<file path="src/rtl/guitar_pkg.sv">
// Shared types and constants for the note scoring path.
// Mode codes come from the mode controller.
package guitar_pkg;

  typedef enum logic [2:0] {
    M_IDLE   = 3'b000,
    M_EASY   = 3'b001,
    M_MED    = 3'b010,
    M_HARD   = 3'b011,
    M_PAUSE  = 3'b100,
    M_FINISH = 3'b101
  } mode_t;

  localparam int NUM_LANES  = 4;
  localparam int SCORE_MAX  = 15;
  localparam int STREAK_MAX = 15;

  function automatic logic [2:0] popcnt4(
    input logic [NUM_LANES-1:0] v
  );
    logic [2:0] c;
    c = '0;
    for (int i = 0; i < NUM_LANES; i++) begin
      c = c + {2'b00, v[i]};
    end
    return c;
  endfunction

endpackage

</file>
<file path="src/rtl/note_scorer_lane_judge.sv">
// One lane: hit window countdown, button edge detect and
// combinational hit/miss judgement for the current cycle.
module lane_judge
  import guitar_pkg::*;
#(
  parameter int WIN_W = 22
) (
  input  logic             clk,
  input  logic             n_rst,
  input  logic             clear,
  input  logic             freeze,
  input  logic [WIN_W-1:0] load_val,
  input  logic             note_in,
  input  logic             button,
  output logic             hit,
  output logic             miss
);

  logic [WIN_W-1:0] r_win;
  logic             r_btn_q;
  logic [WIN_W-1:0] w_win_nxt;
  logic             w_edge;
  logic             w_open;
  logic             w_last;
  logic             w_active;

  always_comb begin
    w_open   = (r_win != '0);
    w_last   = (r_win == WIN_W'(1));
    w_edge   = button & ~r_btn_q;
    w_active = ~clear & ~freeze;

    hit  = w_active & w_edge & w_open;
    // Without an edge, an open note is lost on expiry or when overwritten.
    miss = w_active & (w_edge ? ~w_open
                              : (w_open & (note_in | w_last)));

    w_win_nxt = r_win;
    if (clear) begin
      w_win_nxt = '0;
    end else if (!freeze) begin
      if (note_in) begin
        w_win_nxt = load_val;
      end else if (w_edge && w_open) begin
        w_win_nxt = '0;
      end else if (w_open) begin
        w_win_nxt = r_win - WIN_W'(1);
      end
    end
  end

  // Button history keeps tracking while frozen so held buttons
  // do not produce a fresh edge on resume.
  always_ff @(posedge clk) begin
    if (!n_rst) begin
      r_win   <= '0;
      r_btn_q <= 1'b0;
    end else begin
      r_win   <= w_win_nxt;
      r_btn_q <= clear ? 1'b0 : button;
    end
  end

endmodule

</file>
<file path="src/rtl/note_scorer.sv">
// Four-lane note judge with score, streak and miss tracking.
// Score is held stable outside play for high-score sampling.
module note_scorer
  import guitar_pkg::*;
#(
  parameter int WIN_W      = 22,
  parameter int WIN_EASY   = 3_000_000,
  parameter int WIN_MED    = 1_800_000,
  parameter int WIN_HARD   = 900_000,
  parameter int MAX_MISSES = 3
) (
  input  logic       clk,
  input  logic       n_rst,
  input  logic [2:0] mode,
  input  logic [3:0] note_in,
  input  logic [3:0] button,
  output logic [3:0] score,
  output logic [3:0] streak,
  output logic [1:0] miss_count,
  output logic       game_over,
  output logic [3:0] hit_flash
);

  localparam logic [WIN_W-1:0] L_EASY = WIN_W'(WIN_EASY);
  localparam logic [WIN_W-1:0] L_MED  = WIN_W'(WIN_MED);
  localparam logic [WIN_W-1:0] L_HARD = WIN_W'(WIN_HARD);
  localparam logic [1:0]       M_LIM  = 2'(MAX_MISSES);
  localparam logic [4:0]       K_MAX  = 5'(STREAK_MAX);
  localparam logic [5:0]       S_MAX  = 6'(SCORE_MAX);

  logic [3:0] r_score;
  logic [3:0] r_streak;
  logic [1:0] r_miss;
  logic [3:0] r_flash;

  logic             w_clear;
  logic             w_play;
  logic             w_freeze;
  logic [WIN_W-1:0] w_load;
  logic [3:0]       w_hit;
  logic [3:0]       w_miss;
  logic [2:0]       w_h;
  logic             w_m;
  logic [4:0]       w_k_sum;
  logic [3:0]       w_k_new;
  logic             w_bonus;
  logic [5:0]       w_s_sum;
  logic [3:0]       w_s_new;
  logic [2:0]       w_c_sum;
  logic [1:0]       w_c_new;
  logic             w_over;

  assign w_over = (r_miss == M_LIM);

  always_comb begin
    w_clear = 1'b0;
    w_play  = 1'b0;
    w_load  = '0;
    case (mode)
      M_IDLE: w_clear = 1'b1;
      M_EASY: begin
        w_play = 1'b1;
        w_load = L_EASY;
      end
      M_MED: begin
        w_play = 1'b1;
        w_load = L_MED;
      end
      M_HARD: begin
        w_play = 1'b1;
        w_load = L_HARD;
      end
      default: ;
    endcase
    // Game over acts like FINISH; IDLE still clears it.
    w_freeze = ~w_clear & (~w_play | w_over);
  end

  for (genvar g = 0; g < NUM_LANES; g++) begin : g_lane
    lane_judge #(
      .WIN_W(WIN_W)
    ) u_lane (
      .clk      (clk),
      .n_rst    (n_rst),
      .clear    (w_clear),
      .freeze   (w_freeze),
      .load_val (w_load),
      .note_in  (note_in[g]),
      .button   (button[g]),
      .hit      (w_hit[g]),
      .miss     (w_miss[g])
    );
  end

  always_comb begin
    w_h     = popcnt4(w_hit);
    w_m     = |w_miss;
    w_k_sum = {1'b0, r_streak} + {2'b00, w_h};
    if (w_m) begin
      w_k_new = '0;
    end else if (w_k_sum > K_MAX) begin
      w_k_new = K_MAX[3:0];
    end else begin
      w_k_new = w_k_sum[3:0];
    end
    // Bonus point each time the streak crosses a multiple of four.
    w_bonus = ~w_m & (w_k_new[3:2] > r_streak[3:2]);
    w_s_sum = {2'b00, r_score} + {3'b000, w_h} + {5'b0, w_bonus};
    w_s_new = (w_s_sum > S_MAX) ? S_MAX[3:0] : w_s_sum[3:0];
    w_c_sum = {1'b0, r_miss} + {2'b00, w_m};
    w_c_new = (w_c_sum >= {1'b0, M_LIM}) ? M_LIM : w_c_sum[1:0];
  end

  always_ff @(posedge clk) begin
    if (!n_rst || w_clear) begin
      r_score  <= '0;
      r_streak <= '0;
      r_miss   <= '0;
      r_flash  <= '0;
    end else begin
      r_flash <= w_hit;
      if (!w_freeze) begin
        r_score  <= w_s_new;
        r_streak <= w_k_new;
        r_miss   <= w_c_new;
      end
    end
  end

  assign score      = r_score;
  assign streak     = r_streak;
  assign miss_count = r_miss;
  assign game_over  = w_over;
  assign hit_flash  = r_flash;

endmodule

</file>
<file path="config.mk">
export PLATFORM = sky130hd
export DESIGN_NAME = note_scorer
export DESIGN_NICKNAME = d
export VERILOG_FILES = /design/src/rtl/guitar_pkg.sv /design/src/rtl/note_scorer_lane_judge.sv /design/src/rtl/note_scorer.sv
export SDC_FILE = /design/constraint.sdc
export NUM_CORES = 1
export LEC_CHECK = 0
export BUFFER_PORTS_ARGS = -buffer_cell sky130_fd_sc_hd__buf_2
export CORE_ASPECT_RATIO = 1.1
export CORE_MARGIN = 1
export CORE_UTILIZATION = 40
export CTS_CLUSTER_DIAMETER = 80
export DETAILED_ROUTE_END_ITERATION = 7
export SLEW_MARGIN = 20
export SYNTH_ARGS = -nofsm -noshare
export SYNTH_HDL_FRONTEND = slang
export SYNTH_SLANG_ARGS = --single-unit
</file>
<file path="constraint.sdc">
create_clock -name clk -period 10.8 [get_ports clk]
set_input_delay 1.62 -clock clk [delete_from_list [all_inputs] [get_ports clk]]
set_output_delay 1.62 -clock clk [all_outputs]
set_load 0.005 [all_outputs]
</file>
==> results.py <==
metrics = {
    "pwr": {
        "peakVddDrop_uv": 124,
        "powerDensity_nw_per_um2": 193,
        "power_frac_seq_pct": 34.6,
        "pwr-share-clk_pct": 25.6,
        "p_int_uw": 835,
        "power.share.switching_pct": 40.4,
        "fin_total_pwr_uw": 1400,
        "p_leak_uw": 0.00271,
        "combPwrFrac_pct": 39.9,
        "power.net_switching_uw": 566,
    },
    "job": {
        "maxCapViolations": 0,
    },
    "sta": {
        "fin_tns_setup_ns": 0,
        "fin_worst_skew_ns": 0.0116,
        "worst_pin_slew_ns": 1.07,
        "slew_headroom_pct": 28.6,
        "setup_violations": 0,
        "period_share_pct": 68.8,
        "max_freq_mhz": 135,
        "rsz0062_at_grt": "no",
        "finalMaxSlewViolations": 0,
        "fin_crit_ns": 7.43,
        "hold_violations": 0,
    },
    "route": {
        "dr.pass1.iters": 8,
        "wl_um": 19600,
        "wl_per_cell_um": 18.0,
        "drc": 6,
        "first_iter_violations": 714,
        "ant_nets": 0,
        "vias_per_cell": 6.24,
        "vias": 6802,
    },
    "grt": {
        "grt_pass1_vias": 6085,
        "grtUsageMet2_pct": 38.0,
        "gr-usage-met1_pct": 29.7,
        "track_usage_pct": 23.0,
        "gr-total-overflow": 0,
        "grt_max_degree": 77,
        "grt_pass1_wl_um": 31700,
        "gr-usage-met3_pct": 4.97,
        "antenna_found_initial": 0,
        "grt_most_used_layer": "met2",
    },
    "clocking": {
        "htree_levels": 3,
        "cts_tree": "done",
        "clk_latency_ns": 0.37,
        "cts_setup_buffers": 0,
        "root_buffer": "clkbuf_16",
        "cts_made_buffers": 9,
        "cts.sinks": 106,
        "cts_buffer_depth": 2,
        "path_clk_slew_ns": 0.08,
        "ctsResizeCount": 0,
        "hold_buffers": 0,
    },
    "finish": {
        "layout.cells.non_filler": 1090,
        "drive_gt1_share_pct": 8.24,
        "ff_latch_area_um2": 2120,
        "final_area_um2": 7250,
        "syn_to_final_growth_pct": 8.56,
        "num-nets-final": 915,
        "nFillCells": 1693,
        "diodes": 0,
        "multi_input_comb_area_um2": 4270,
    },
    "min_path": {
        "min_to": "g_lane[0].u_lane.r_win[17]",
        "hold_path_class": "reg -> reg",
        "min-delay-start": "g_lane[0].u_lane.r_win[17]",
        "hold_path_depth": 2,
    },
    "setup_path": {
        "path_common_cell": "fa_1",
        "cp_top_family": "adder cells",
        "ff2ff_path_depth": 23,
        "r2r-start": "g_lane[1].u_lane.r_win[12]",
        "cp.required_ns": 11.08,
        "r2r_end": "score[3]",
        "reg2reg_slack_ns": 4.26,
        "cp_num_cells": 23,
        "max_stage_delay_ns": 0.52,
        "critPathArrivalTime_ns": 7.71,
        "end_kind": "flop",
        "cp_max_fo": 18,
        "cp_num_buf_inv": 2,
        "worstSetupPathType": "in -> reg",
        "critPathLaunchType": "input pin",
        "crit_start": "mode[1]",
        "path_cells": "buf_2, nor2_1, or3_1, or3_1, fa_1, inv_1, ha_1, ha_1, fa_1, o31ai_1, o21ai_0, nand2_1, o21ai_0, ha_1, a21oi_1, a21oi_1, o211ai_1, fa_1, fa_1, o21ai_0, o311ai_0, and2_1, a311oi_1",
        "crit_slowest_cell": "fa_1",
    },
    "place": {
        "dpl_cell_area_um2": 6940,
        "io_buffers": 27,
        "place_inst": 1074,
        "place_hpwl_um": 13600,
        "globalplace.congestion": 0.865,
    },
    "synthesis": {
        "synth_top_flop_cell": "dfxtp_1",
        "syn-cell-area_um2": 6680,
        "ys_seq_area_share_pct": 31.8,
        "yosysUniqueCellTypes": 75,
        "yosysWarnings": 0,
        "synth.ff_latch_count": 106,
        "synth.net_count": 917,
        "synthArstFlopShare_pct": 0,
        "syn_inst": 883,
        "synth_edf_count": 0,
        "synth.avg_cell_area_um2": 7.56,
    },
    "floorplan": {
        "die_y_um": 138,
        "coreArea_um2": 16300,
        "die_area_um2": 17200,
        "pin_count": 28,
        "fp.dieW_um": 125,
        "rows": 49,
        "start_util_pct": 40.9,
    },
    "status": {
        "status": "finished with violations",
        "violations": "DRC",
    },
}
[logic make-up (layout without fill, tap and decap cells)]
family                     count (synthesis)  after routing  synth area share (%)
xor gates and xnor gates                  13             13                  1.71
adders and majority gates                 21             21                  4.39
AOI/OAI and AO/OA                        296            296                  28.6
buffers and inverters                     74             77                  4.54
and+or+nand+nor                          371            371                  28.7
DFF                                      106            106                  31.8
muxes                                      2              2                 0.300
[power groups by stage]
stage               registers, uW  clock network, uW  logic [uW]
floorplan                     479                  0         434
global placement              491                  0         551
detailed placement            492                  0         550
CTS                           483                369         553
global route                  491                378         622
finish                        484                358         559
[flip-flops by register name (all words and copies together) (netlist names)]
| name | count |
|---|---|
| streak | 4 |
| hit_flash | 4 |
| g_lane.u_lane.r_btn_q | 4 |
| miss_count | 2 |
| g_lane.u_lane.r_win | 88 |
| score | 4 |
[worst reg2reg max path: stages (launching register included)]
cell	delay, ns
dfxtp_1	0.38
nor4_2	0.69
and4_1	0.35
nand3_1	0.35
nand3_1	0.26
fa_1	0.40
inv_1	0.07
ha_1	0.16
ha_1	0.28
fa_1	0.52
o31ai_1	0.26
o21ai_0	0.17
nand2_1	0.09
o21ai_0	0.09
ha_1	0.32
a21oi_1	0.06
a21oi_1	0.11
o211ai_1	0.14
fa_1	0.43
fa_1	0.42
o21ai_0	0.15
o311ai_0	0.26
and2_1	0.27
a311oi_1	0.24
[placed cells by master, fill, tap and decap left out, types with 5 or more instances in the layout]
master     synthesis  final
nand3_1           37     37
buf_2              4     27
inv_1             27     27
nand2_1           79     79
clkbuf_16          0      9
a32o_1            25     25
ha_1              17     17
or4_1             10     10
nor3_1            49     49
o21a_1             8      8
and3_1             8      8
o31a_1             5      5
and2_1             9      9
or3_1             16     16
buf_4              0      7
nand4_1           12     12
xor2_1            10     10
o211ai_1          10     10
nand2b_1           8      8
nor2b_1            5      5
o41ai_1            9      9
nor2_1            91     91
nor4_1            12     12
o22ai_1            7      7
o21ai_1            7      7
nor4_2             6      6
dfxtp_1          106    106
a21oi_1           79     78
a31oi_1            7      7
o31ai_1           17     17
a211oi_1           6      6
o21ai_0           85     84
[per-stage QoR]
stage / util [%] / hold slack [ns] / worst slack (ns)
final: 44.4 / 0.457 / 3.37
after global routing: 44.4 / 0.476 / 2.99
after CTS: 44.4 / 0.461 / 3.34
after detailed placement: 42.5 / 0.450 / 2.98
after global placement: 42.5 / 0.446 / 3.13
after floorplan: - / 0.430 / 3.63
[cell usage after synthesis (all sizes together) (4+ instances only)]
cell type | count | area [um2]
inv | 27 | 101
nor4 | 18 | 150
clkbuf | 38 | 144
nor2 | 91 | 342
o31ai | 17 | 128
dfxtp | 106 | 2120
ha | 17 | 213
and4 | 4 | 35.0
a32o | 25 | 250
a211oi | 6 | 45.0
o211ai | 10 | 75.1
nand3 | 37 | 185
o22ai | 7 | 43.8
nand4 | 13 | 87.6
nor3b | 4 | 30.0
nor2b | 5 | 31.3
nand2b | 8 | 50.1
or3 | 17 | 111
a31oi | 7 | 43.8
and2 | 9 | 56.3
o31a | 5 | 43.8
o21a | 8 | 60.1
buf | 9 | 57.6
and3 | 8 | 50.1
nand2 | 80 | 308
or2 | 4 | 25.0
a21oi | 81 | 413
fa | 4 | 80.1
xor2 | 10 | 87.6
o41ai | 9 | 78.8
nor3 | 51 | 272
o21ai | 92 | 460
or4 | 12 | 97.6
[metal layers]
| metal | up-vias | share of wire [%] |
|---|---|---|
| li1 | 3311 | - |
| met1 | 3181 | 45 |
| met2 | 266 | 47 |
| met3 | 44 | 6.6 |
| met4 | 0 | 2.1 |
| met5 | - | 0 |
[worst max-delay path by stage]
stage	to	slack, ns
2_1_floorplan	score[3]	3.63
3_3_place_gp	score[3]	3.13
3_5_place_dp	score[3]	2.98
4_1_cts	score[3]	3.34
5_1_grt	score[3]	2.99
6_report	score[3]	3.37
[cell type report]
| type | count | area share [%] |
|---|---|---|
| Sequential cell | 106 | 29.3 |
| Tap cell | 204 | 3.52 |
| Multi-Input combinational cell | 703 | 58.9 |
| Inverter | 27 | 1.40 |
| Timing Repair Buffer | 34 | 2.59 |
| Clock inverter | 5 | 1.09 |
| Clock buffer | 11 | 3.21 |
Power figures use the tool's default switching activity.
